**config.mk**
```make
export PLATFORM = sky130hd
export DESIGN_NAME = mem_access_unit
export DESIGN_NICKNAME = d
export VERILOG_FILES = /design/src/rtl/mau_pkg.sv /design/src/rtl/mem_lane_align.sv /design/src/rtl/mem_access_unit.sv
export SDC_FILE = /design/constraint.sdc
export NUM_CORES = 1
export LEC_CHECK = 0
export ABC_AREA = 0
export CAP_MARGIN = 25
export CORE_MARGIN = 2
export CORE_UTILIZATION = 51
export DETAILED_ROUTE_END_ITERATION = 10
export HOLD_SLACK_MARGIN = 0.15
export PLACE_DENSITY = 0.87
export SKIP_LAST_GASP = 1
export SLEW_MARGIN = 25
export SYNTH_ARGS = -nofsm -noshare
export SYNTH_HDL_FRONTEND = slang
export SYNTH_SLANG_ARGS = --single-unit
```
**constraint.sdc**
```tcl
create_clock -name clk -period 3.8 [get_ports clk]
set_input_delay 0.57 -clock clk [delete_from_list [all_inputs] [get_ports clk]]
set_output_delay 0.57 -clock clk [all_outputs]
set_load 0.02 [all_outputs]
```
**src/rtl/mau_pkg.sv**
```systemverilog
`default_nettype none
// ============================================================================
// Module   : mau_pkg
// Brief    : Shared opcodes, funct3 codes, access sizes and FSM states.
// Revision : 1.0
// ============================================================================
package mau_pkg;

    localparam logic [6:0] OP_LOAD  = 7'b0000011;
    localparam logic [6:0] OP_STORE = 7'b0100011;

    localparam logic [2:0] LB  = 3'b000;
    localparam logic [2:0] LH  = 3'b001;
    localparam logic [2:0] LW  = 3'b010;
    localparam logic [2:0] LD  = 3'b011;
    localparam logic [2:0] LBU = 3'b100;
    localparam logic [2:0] LHU = 3'b101;
    localparam logic [2:0] LWU = 3'b110;

    localparam logic [2:0] SB  = 3'b000;
    localparam logic [2:0] SH  = 3'b001;
    localparam logic [2:0] SW  = 3'b010;
    localparam logic [2:0] SD  = 3'b011;

    typedef enum logic [1:0] {
        MSIZE1 = 2'd0,
        MSIZE2 = 2'd1,
        MSIZE4 = 2'd2,
        MSIZE8 = 2'd3
    } msize_t;

    typedef enum logic [1:0] {
        IDLE = 2'd0,
        MEM  = 2'd1,
        DONE = 2'd2
    } state_t;

    // An access is misaligned when any address bit below its natural size is set.
    function automatic logic is_misaligned(input logic [2:0] off, input msize_t size);
        logic [2:0] mask;
        case (size)
            MSIZE1:  mask = 3'b000;
            MSIZE2:  mask = 3'b001;
            MSIZE4:  mask = 3'b011;
            default: mask = 3'b111;
        endcase
        return |(off & mask);
    endfunction

endpackage
`default_nettype wire

```
**src/rtl/mem_lane_align.sv**
```systemverilog
`default_nettype none
// ============================================================================
// Module   : mem_lane_align
// Brief    : Byte-lane steering for stores and extraction/extension for loads.
// Revision : 1.0
// ============================================================================
module mem_lane_align
    import mau_pkg::*;
#(
    parameter int XLEN = 64
) (
    input  logic [2:0]      off,
    input  msize_t          size,
    input  logic [XLEN-1:0] store_data,
    input  logic [XLEN-1:0] load_data,
    input  logic            is_unsigned,
    output logic [7:0]      strobe,
    output logic [XLEN-1:0] store_shifted,
    output logic [XLEN-1:0] load_ext
);

    logic [7:0]      byte_mask;
    logic [XLEN-1:0] raw;
    logic            sx;

    always_comb begin
        case (size)
            MSIZE1:  byte_mask = 8'h01;
            MSIZE2:  byte_mask = 8'h03;
            MSIZE4:  byte_mask = 8'h0F;
            default: byte_mask = 8'hFF;
        endcase
        strobe        = byte_mask << off;
        store_shifted = store_data << {off, 3'b000};
    end

    // Load data arrives 8-byte aligned; shift the addressed byte down to lane 0.
    always_comb begin
        raw = load_data >> {off, 3'b000};
        sx  = ~is_unsigned;
        case (size)
            MSIZE1:  load_ext = {{(XLEN-8){sx & raw[7]}}, raw[7:0]};
            MSIZE2:  load_ext = {{(XLEN-16){sx & raw[15]}}, raw[15:0]};
            MSIZE4:  load_ext = {{(XLEN-32){sx & raw[31]}}, raw[31:0]};
            default: load_ext = raw;
        endcase
    end

endmodule
`default_nettype wire

```
**src/rtl/mem_access_unit.sv**
```systemverilog
`default_nettype none
// ============================================================================
// Module   : mem_access_unit
// Brief    : Turns ALU results into bus loads/stores or pass-through writebacks.
// Revision : 1.0
// ============================================================================
module mem_access_unit
    import mau_pkg::*;
#(
    parameter int XLEN   = 64,
    parameter int REG_AW = 5
) (
    input  logic              clk,
    input  logic              reset,
    input  logic              in_valid,
    output logic              in_ready,
    input  logic [6:0]        in_opcode,
    input  logic [2:0]        in_funct3,
    input  logic [XLEN-1:0]   in_result,
    input  logic [XLEN-1:0]   in_store_data,
    input  logic [REG_AW-1:0] in_rd,
    output logic              dreq_valid,
    output logic              dreq_write,
    output logic [XLEN-1:0]   dreq_addr,
    output logic [2:0]        dreq_size,
    output logic [7:0]        dreq_strobe,
    output logic [XLEN-1:0]   dreq_data,
    input  logic              dresp_ok,
    input  logic [XLEN-1:0]   dresp_data,
    output logic              out_valid,
    input  logic              out_ready,
    output logic [REG_AW-1:0] out_rd,
    output logic              out_wen,
    output logic [XLEN-1:0]   out_data,
    output logic              out_misalign
);

    state_t            state_q, state_d;
    logic [6:0]        opcode_q, opcode_d;
    logic [2:0]        funct3_q, funct3_d;
    logic [XLEN-1:0]   addr_q, addr_d;
    logic [XLEN-1:0]   sdata_q, sdata_d;
    logic [REG_AW-1:0] rd_q, rd_d;
    logic [XLEN-1:0]   out_data_q, out_data_d;
    logic              out_wen_q, out_wen_d;
    logic              out_misalign_q, out_misalign_d;

    logic              in_is_mem;
    logic              in_misaligned;
    logic              is_load_q;
    logic              is_store_q;
    logic              in_mem;
    logic [7:0]        lane_strobe;
    logic [XLEN-1:0]   lane_sdata;
    logic [XLEN-1:0]   lane_ldata;

    assign in_is_mem     = (in_opcode == OP_LOAD) || (in_opcode == OP_STORE);
    assign in_misaligned = is_misaligned(in_result[2:0], msize_t'(in_funct3[1:0]));
    assign is_load_q     = (opcode_q == OP_LOAD);
    assign is_store_q    = (opcode_q == OP_STORE);
    assign in_mem        = (state_q == MEM);

    mem_lane_align #(
        .XLEN (XLEN)
    ) u_align (
        .off           (addr_q[2:0]),
        .size          (msize_t'(funct3_q[1:0])),
        .store_data    (sdata_q),
        .load_data     (dresp_data),
        .is_unsigned   (funct3_q[2]),
        .strobe        (lane_strobe),
        .store_shifted (lane_sdata),
        .load_ext      (lane_ldata)
    );

    always_comb begin
        state_d        = state_q;
        opcode_d       = opcode_q;
        funct3_d       = funct3_q;
        addr_d         = addr_q;
        sdata_d        = sdata_q;
        rd_d           = rd_q;
        out_data_d     = out_data_q;
        out_wen_d      = out_wen_q;
        out_misalign_d = out_misalign_q;
        case (state_q)
            IDLE: begin
                if (in_valid) begin
                    opcode_d       = in_opcode;
                    funct3_d       = in_funct3;
                    addr_d         = in_result;
                    sdata_d        = in_store_data;
                    rd_d           = in_rd;
                    out_data_d     = '0;
                    out_wen_d      = 1'b0;
                    out_misalign_d = 1'b0;
                    if (!in_is_mem) begin
                        state_d    = DONE;
                        out_data_d = in_result;
                        out_wen_d  = (in_rd != '0);
                    end else if (in_misaligned) begin
                        state_d        = DONE;
                        out_misalign_d = 1'b1;
                    end else begin
                        state_d = MEM;
                    end
                end
            end
            MEM: begin
                if (dresp_ok) begin
                    state_d = DONE;
                    if (is_load_q) begin
                        out_data_d = lane_ldata;
                        out_wen_d  = (rd_q != '0);
                    end
                end
            end
            DONE: begin
                if (out_ready) begin
                    state_d = IDLE;
                end
            end
            default: state_d = IDLE;
        endcase
    end

    always_ff @(posedge clk or negedge reset) begin
        if (!reset) begin
            state_q        <= IDLE;
            opcode_q       <= '0;
            funct3_q       <= '0;
            addr_q         <= '0;
            sdata_q        <= '0;
            rd_q           <= '0;
            out_data_q     <= '0;
            out_wen_q      <= 1'b0;
            out_misalign_q <= 1'b0;
        end else begin
            state_q        <= state_d;
            opcode_q       <= opcode_d;
            funct3_q       <= funct3_d;
            addr_q         <= addr_d;
            sdata_q        <= sdata_d;
            rd_q           <= rd_d;
            out_data_q     <= out_data_d;
            out_wen_q      <= out_wen_d;
            out_misalign_q <= out_misalign_d;
        end
    end

    // Bus fields are only driven while a request is outstanding.
    assign in_ready     = (state_q == IDLE);
    assign dreq_valid   = in_mem;
    assign dreq_write   = in_mem & is_store_q;
    assign dreq_addr    = in_mem ? addr_q : '0;
    assign dreq_size    = in_mem ? {1'b0, funct3_q[1:0]} : 3'd0;
    assign dreq_strobe  = (in_mem && is_store_q) ? lane_strobe : 8'h00;
    assign dreq_data    = (in_mem && is_store_q) ? lane_sdata : '0;

    assign out_valid    = (state_q == DONE);
    assign out_rd       = rd_q;
    assign out_wen      = out_wen_q;
    assign out_data     = out_data_q;
    assign out_misalign = out_misalign_q;

endmodule
`default_nettype wire

```
# Word-level counts from Yosys, hierarchy flattened
# Index checks and enable logic that the tools add are counted.
# classes
eq_ne,14
bitwise_logic,6
muxes,25
shift,3
n_reduce_logical,12
# ops
cell,n
2-to-1 mux 64 bit,6
one-hot mux 64 bit (3 select lines),1
one-hot mux 64 bit (2 select lines),1
left shift 64 x 6 -> 64 bit,1
>> shifter 64 x 6 -> 64 bit,1
one-hot mux 8 bit (3 select lines),1
"equality test 7 x 2 -> 1 bit, second input constant",2
"equality test 7 x 6 -> 1 bit, second input constant",2
2-to-1 mux 2 bit,6
nonzero test 5 bit,2
one-hot mux 3 bit (3 select lines),1
2-to-1 mux 8 bit,1
left shift 8 x 3 -> 8 bit,1
"equality test 2 x 1 -> 1 bit, second input constant",3
"equality test 2 bit, second input constant",3
logical NOT 2 bit,3
2-to-1 mux 1 bit,6
"inequality test 2 bit, second input constant",3
one-hot mux 2 bit (3 select lines),1
bitwise AND 1 bit,4
AND reduction 4 bit,1
bitwise AND 3 bit,1
AND reduction 3 bit,1
OR reduction 3 bit,1
other kinds (7),7
# word_totals
elab_cells,69
register_bits,211

# Logic depth before layout (Yosys ltp)
# logic_depth
depth_word,8
depth_mapped,9
mapped_depth_nobuf,5

# By module
# Synthesis repeated with hierarchy kept, for this count alone.
# hier_totals
cells_unflattened,1740
hier_area_um2,14365.0
# modules_own_cells
module,seq_area_each_um2,area_each_um2,cells_per_inst,instances
mem_access_unit,5280.1,9957.0,1140,1
mem_lane_align,0.0,4408.0,600,1

# Least setup slack after synthesis
# Ideal clock, no wire load.
# synth_timing
path_type,reg2out
start,register addr_q[1]
end,output port dreq_strobe[5]
required_time_ns,3.230
path_stages_with_launch,9
arrival_time_ns,1.955
setup_slack_ns,1.275
path_buffers,4
cell_sequence,dfrtp_1 -> buf_4 -> buf_4 -> buf_4 -> buf_2 -> o21ai_0 -> nand2_1 -> nand2_1 -> a211oi_1
# synth_via
elab_chain_cells,2
# synth_lines
item,line,text
"start, declared",mem_access_unit.sv:41,"logic [XLEN-1:0] addr_q, addr_d;"
"start signal, assigned",mem_access_unit.sv:142,addr_q <= addr_d;
left shift 8 x 3 -> 8 bit,mem_lane_align.sv:33,strobe = byte_mask << off;
2-to-1 mux 8 bit,mem_access_unit.sv:157,assign dreq_strobe = (in_mem && is_store_q) ? lane_strobe : 8'h00;
"end, declared",mem_access_unit.sv:26,"output logic [7:0] dreq_strobe,"
# Every way passes these cells.

# Worst setup path in the final report
# layout_timing
start,register addr_q[0]
end,output port dreq_data[57]
# layout_via
elab_chain_cells,2
# layout_lines
item,line,text
left shift 64 x 6 -> 64 bit,mem_lane_align.sv:34,"store_shifted = store_data << {off, 3'b000};"
2-to-1 mux 64 bit,mem_access_unit.sv:158,assign dreq_data = (in_mem && is_store_q) ? lane_sdata : '0;
"end, declared",mem_access_unit.sv:27,"output logic [XLEN-1:0] dreq_data,"
# Every way passes these cells.

==> impl_metrics.tcl <==
set metrics [dict create \
    combPwrFrac_pct 37.7 \
    clock_latency_ns 0.53 \
    ir_drop_v 0.000337 \
    htree_levels 1 \
    period_needed_ns 3.67 \
    seqPwrFrac_pct 35.4 \
    synthCells 1523 \
    worst_slack_ns 0.126 \
    synth_common_cells "nand2_1, dfrtp_1, nor2_1" \
    switching_power_uw 3430 \
    tritoncts "yes" \
    yosys_warnings 0 \
    power_frac_clock_pct 26.9 \
    chipWidth_um 165 \
    synth_edf_count 0 \
    p_total_uw 9300 \
    internal_power_uw 5870 \
    synth-async-reset-ratio_pct 100 \
    drv_cap 0 \
    status "complete, no violations" \
    regArea_um2 5290 \
    nets 2096 \
    worstPathRequired_ns 3.23 \
    grt_antenna_before_repair 7 \
    cts_made_buffers 24 \
    core_area_um2 25300 \
    num_vias 13600 \
    ant_nets 0 \
    post_dp_cell_area_um2 17600 \
    drt_iter0_markers 1464 \
    multi_input_area_um2 7350 \
    io_buffer_count 424 \
    syn_to_final_growth_pct 40.5 \
    dp_slack_ns 0.529 \
    slew_headroom_pct 35.4 \
    setup_viol_count_final 0 \
    grt_pass1_vias 13200 \
    path_clk_slew_ns 0.06 \
    tns_ns 0 \
    syn-cell-area_um2 13200 \
    synth_seq_area_share_pct 40.1 \
    fin_area_um2 18500 \
    cts_root_buffer "clkbuf_16" \
    gp_routability_congestion 0.948 \
    fmax_ghz 0.272 \
    num_io_pins 426 \
    startpoint_type "flip-flop" \
    switching_share_pct 36.9 \
    critPathKind "flip-flop to output pin" \
    post-synth-top-count-cell "nand2_1" \
    fin_util_pct 73.3 \
    worst_slew_pin_slew_ns 0.969 \
    grt_usage_pct 37.9 \
    start_util_pct 52.2 \
    drv_slew 0 \
    place_hpwl_um 38500 \
    yosys.area.top_type_share_pct 40.1 \
    min_path_type "flip-flop to flip-flop" \
    synthFlopType "dfrtp_1" \
    yosysTopAreaCell "dfrtp_1" \
    rsz0062_at_grt "false" \
    power.density_nw_per_um2 502 \
    rows 58 \
    grt-ovfl-total 0 \
    synthTopCellsByArea "dfrtp_1, nand2_1, mux4_2" \
    cp-end-kind "output pin" \
    cts_buffer_depth 3 \
    power_leakage_uw 0.00807 \
    viasPerCell 6.08 \
    drive_gt1_share_pct 9.63 \
    skew_ns 0.0171 \
    routed_wl_um 52900 \
    detail_route.wl_per_cell_um 23.7 \
    path_max_fanout 38 \
    reg2reg_slack_ns 0.76 \
    postCtsSetupBuffers 0 \
    die_h_um 165 \
    ys_types 50 \
    grt_pass1_wl_um 77800 \
    fp.dieArea_um2 27100 \
    syn-num-nets 1735 \
    dr.pass1.iters 6 \
    grt_max_degree 130 \
    fillers 1870 \
    timing.final.hold_violations 0 \
    cts.sinks 211 \
    fin_crit_sh_pct 96.7 \
    synth-seq-cells 211 \
    worstPathArrival_ns 3.10 \
    avgSynthCellArea_um2 8.65 \
    drc_errors 0 \
]
per-layer routing:
metal  vias up  global-route usage (%)  wire, µm
met3       199                    9.59      5790
met2       875                    63.2     25100
li1       5960                       -         -
met1      6538                    45.3     18800
met5         -                       0        55
met4         8                    20.1      3110
logic make-up after synthesis:
logic type | synth area share, %
buffers and inverters | 4.70
other | 0.0284
multiplexers | 17.2
AO/OA/AOI/OAI | 12.7
flip-flops | 40.1
AND/OR/NAND/NOR | 25.3
path summary, 6_finish.rpt:
kind                                        start                       end  depth (start not counted)
setup / recovery            addr_q[0]$_DFFE_PN0P_             dreq_data[57]                          7
hold / removal             addr_q[30]$_DFFE_PN0P_    addr_q[30]$_DFFE_PN0P_                          2
setup reg to reg            addr_q[1]$_DFFE_PN0P_   out_data[5]$_DFFE_PN0P_                          6
hold reg to reg            addr_q[30]$_DFFE_PN0P_    addr_q[30]$_DFFE_PN0P_                          2
max in group asynchronous                   reset  out_data[20]$_DFFE_PN0P_                          3
min in group asynchronous                   reset    sdata_q[7]$_DFFE_PN0P_                          2
flip-flops by register name (all words and copies together) (netlist names):
| signal | count |
|---|---|
| addr_q | 64 |
| out_data | 64 |
| sdata_q | 64 |
| opcode_q | 7 |
| out_rd | 5 |
| funct3_q | 3 |
| state_q | 2 |
| out_misalign | 1 |
| out_wen | 1 |
what timing repair did:
item | in CTS | in global routing
endpoints found under the hold margin | 91 | 0
pin swaps | 0 | 0
gates resized for setup | 1 | 2
hold buffers | 1 | 0
endpoints found under the setup margin | 1 | 1
per-stage QoR:
step           cells  hold WS [ns]
6_report        2235         0.466
2_1_floorplan   1523         0.274
5_1_grt         2233         0.491
3_5_place_dp    2187         0.454
3_3_place_gp    2187         0.449
4_1_cts         2231         0.468
placed cells by master (no fill, tap or decap), drive strengths merged, types with 5 or more instances in the layout:
cell | synthesis | layout
a2bb2oi | 8 | 8
dfrtp | 211 | 211
nand2b | 9 | 9
a211oi | 17 | 17
and3 | 13 | 13
a21oi | 65 | 65
clkdlybuf4s50 | 0 | 422
a21o | 26 | 26
o31ai | 10 | 10
nor2b | 14 | 14
o21ai | 28 | 28
buf | 54 | 35
o22ai | 28 | 28
a31oi | 25 | 25
mux2 | 31 | 31
nand3 | 5 | 5
nor3 | 11 | 11
clkinv | 1 | 8
clkbuf | 69 | 30
a22oi | 10 | 10
nand2 | 475 | 475
inv | 4 | 5
nor2 | 151 | 151
mux2i | 65 | 65
and2 | 88 | 88
mux4 | 56 | 56
a221oi | 29 | 29
worst max-delay path: stages, from the launching register on:
cell and delay (ns):
dfrtp_4 0.76, buf_4 0.36, mux2_2 0.21, nor2_1 0.04, a21oi_1 0.29, mux2i_1 0.15, nor2_1 0.12, clkdlybuf4s50_1 0.62
final cells by class:
class | count | area share, %
Tap cell | 330 | 2.23
Inverter | 5 | 0.101
Sequential cell | 211 | 28.6
Antenna cell | 4 | 0.0541
Multi-Input combinational cell | 1184 | 39.7
Timing Repair Buffer | 458 | 24.7
Clock buffer | 30 | 3.58
Clock inverter | 13 | 1.03
power by group through the flow:
stage	sequential, µW	combinational [µW]	clock (µW)
floorplan	3300	1990	0
global placement	3270	3370	0
detailed placement	3300	3430	0
CTS	3270	3460	2520
global route	3340	3710	2610
finish	3290	3500	2500
No activity file was read; power rests on OpenSTA's default activity.
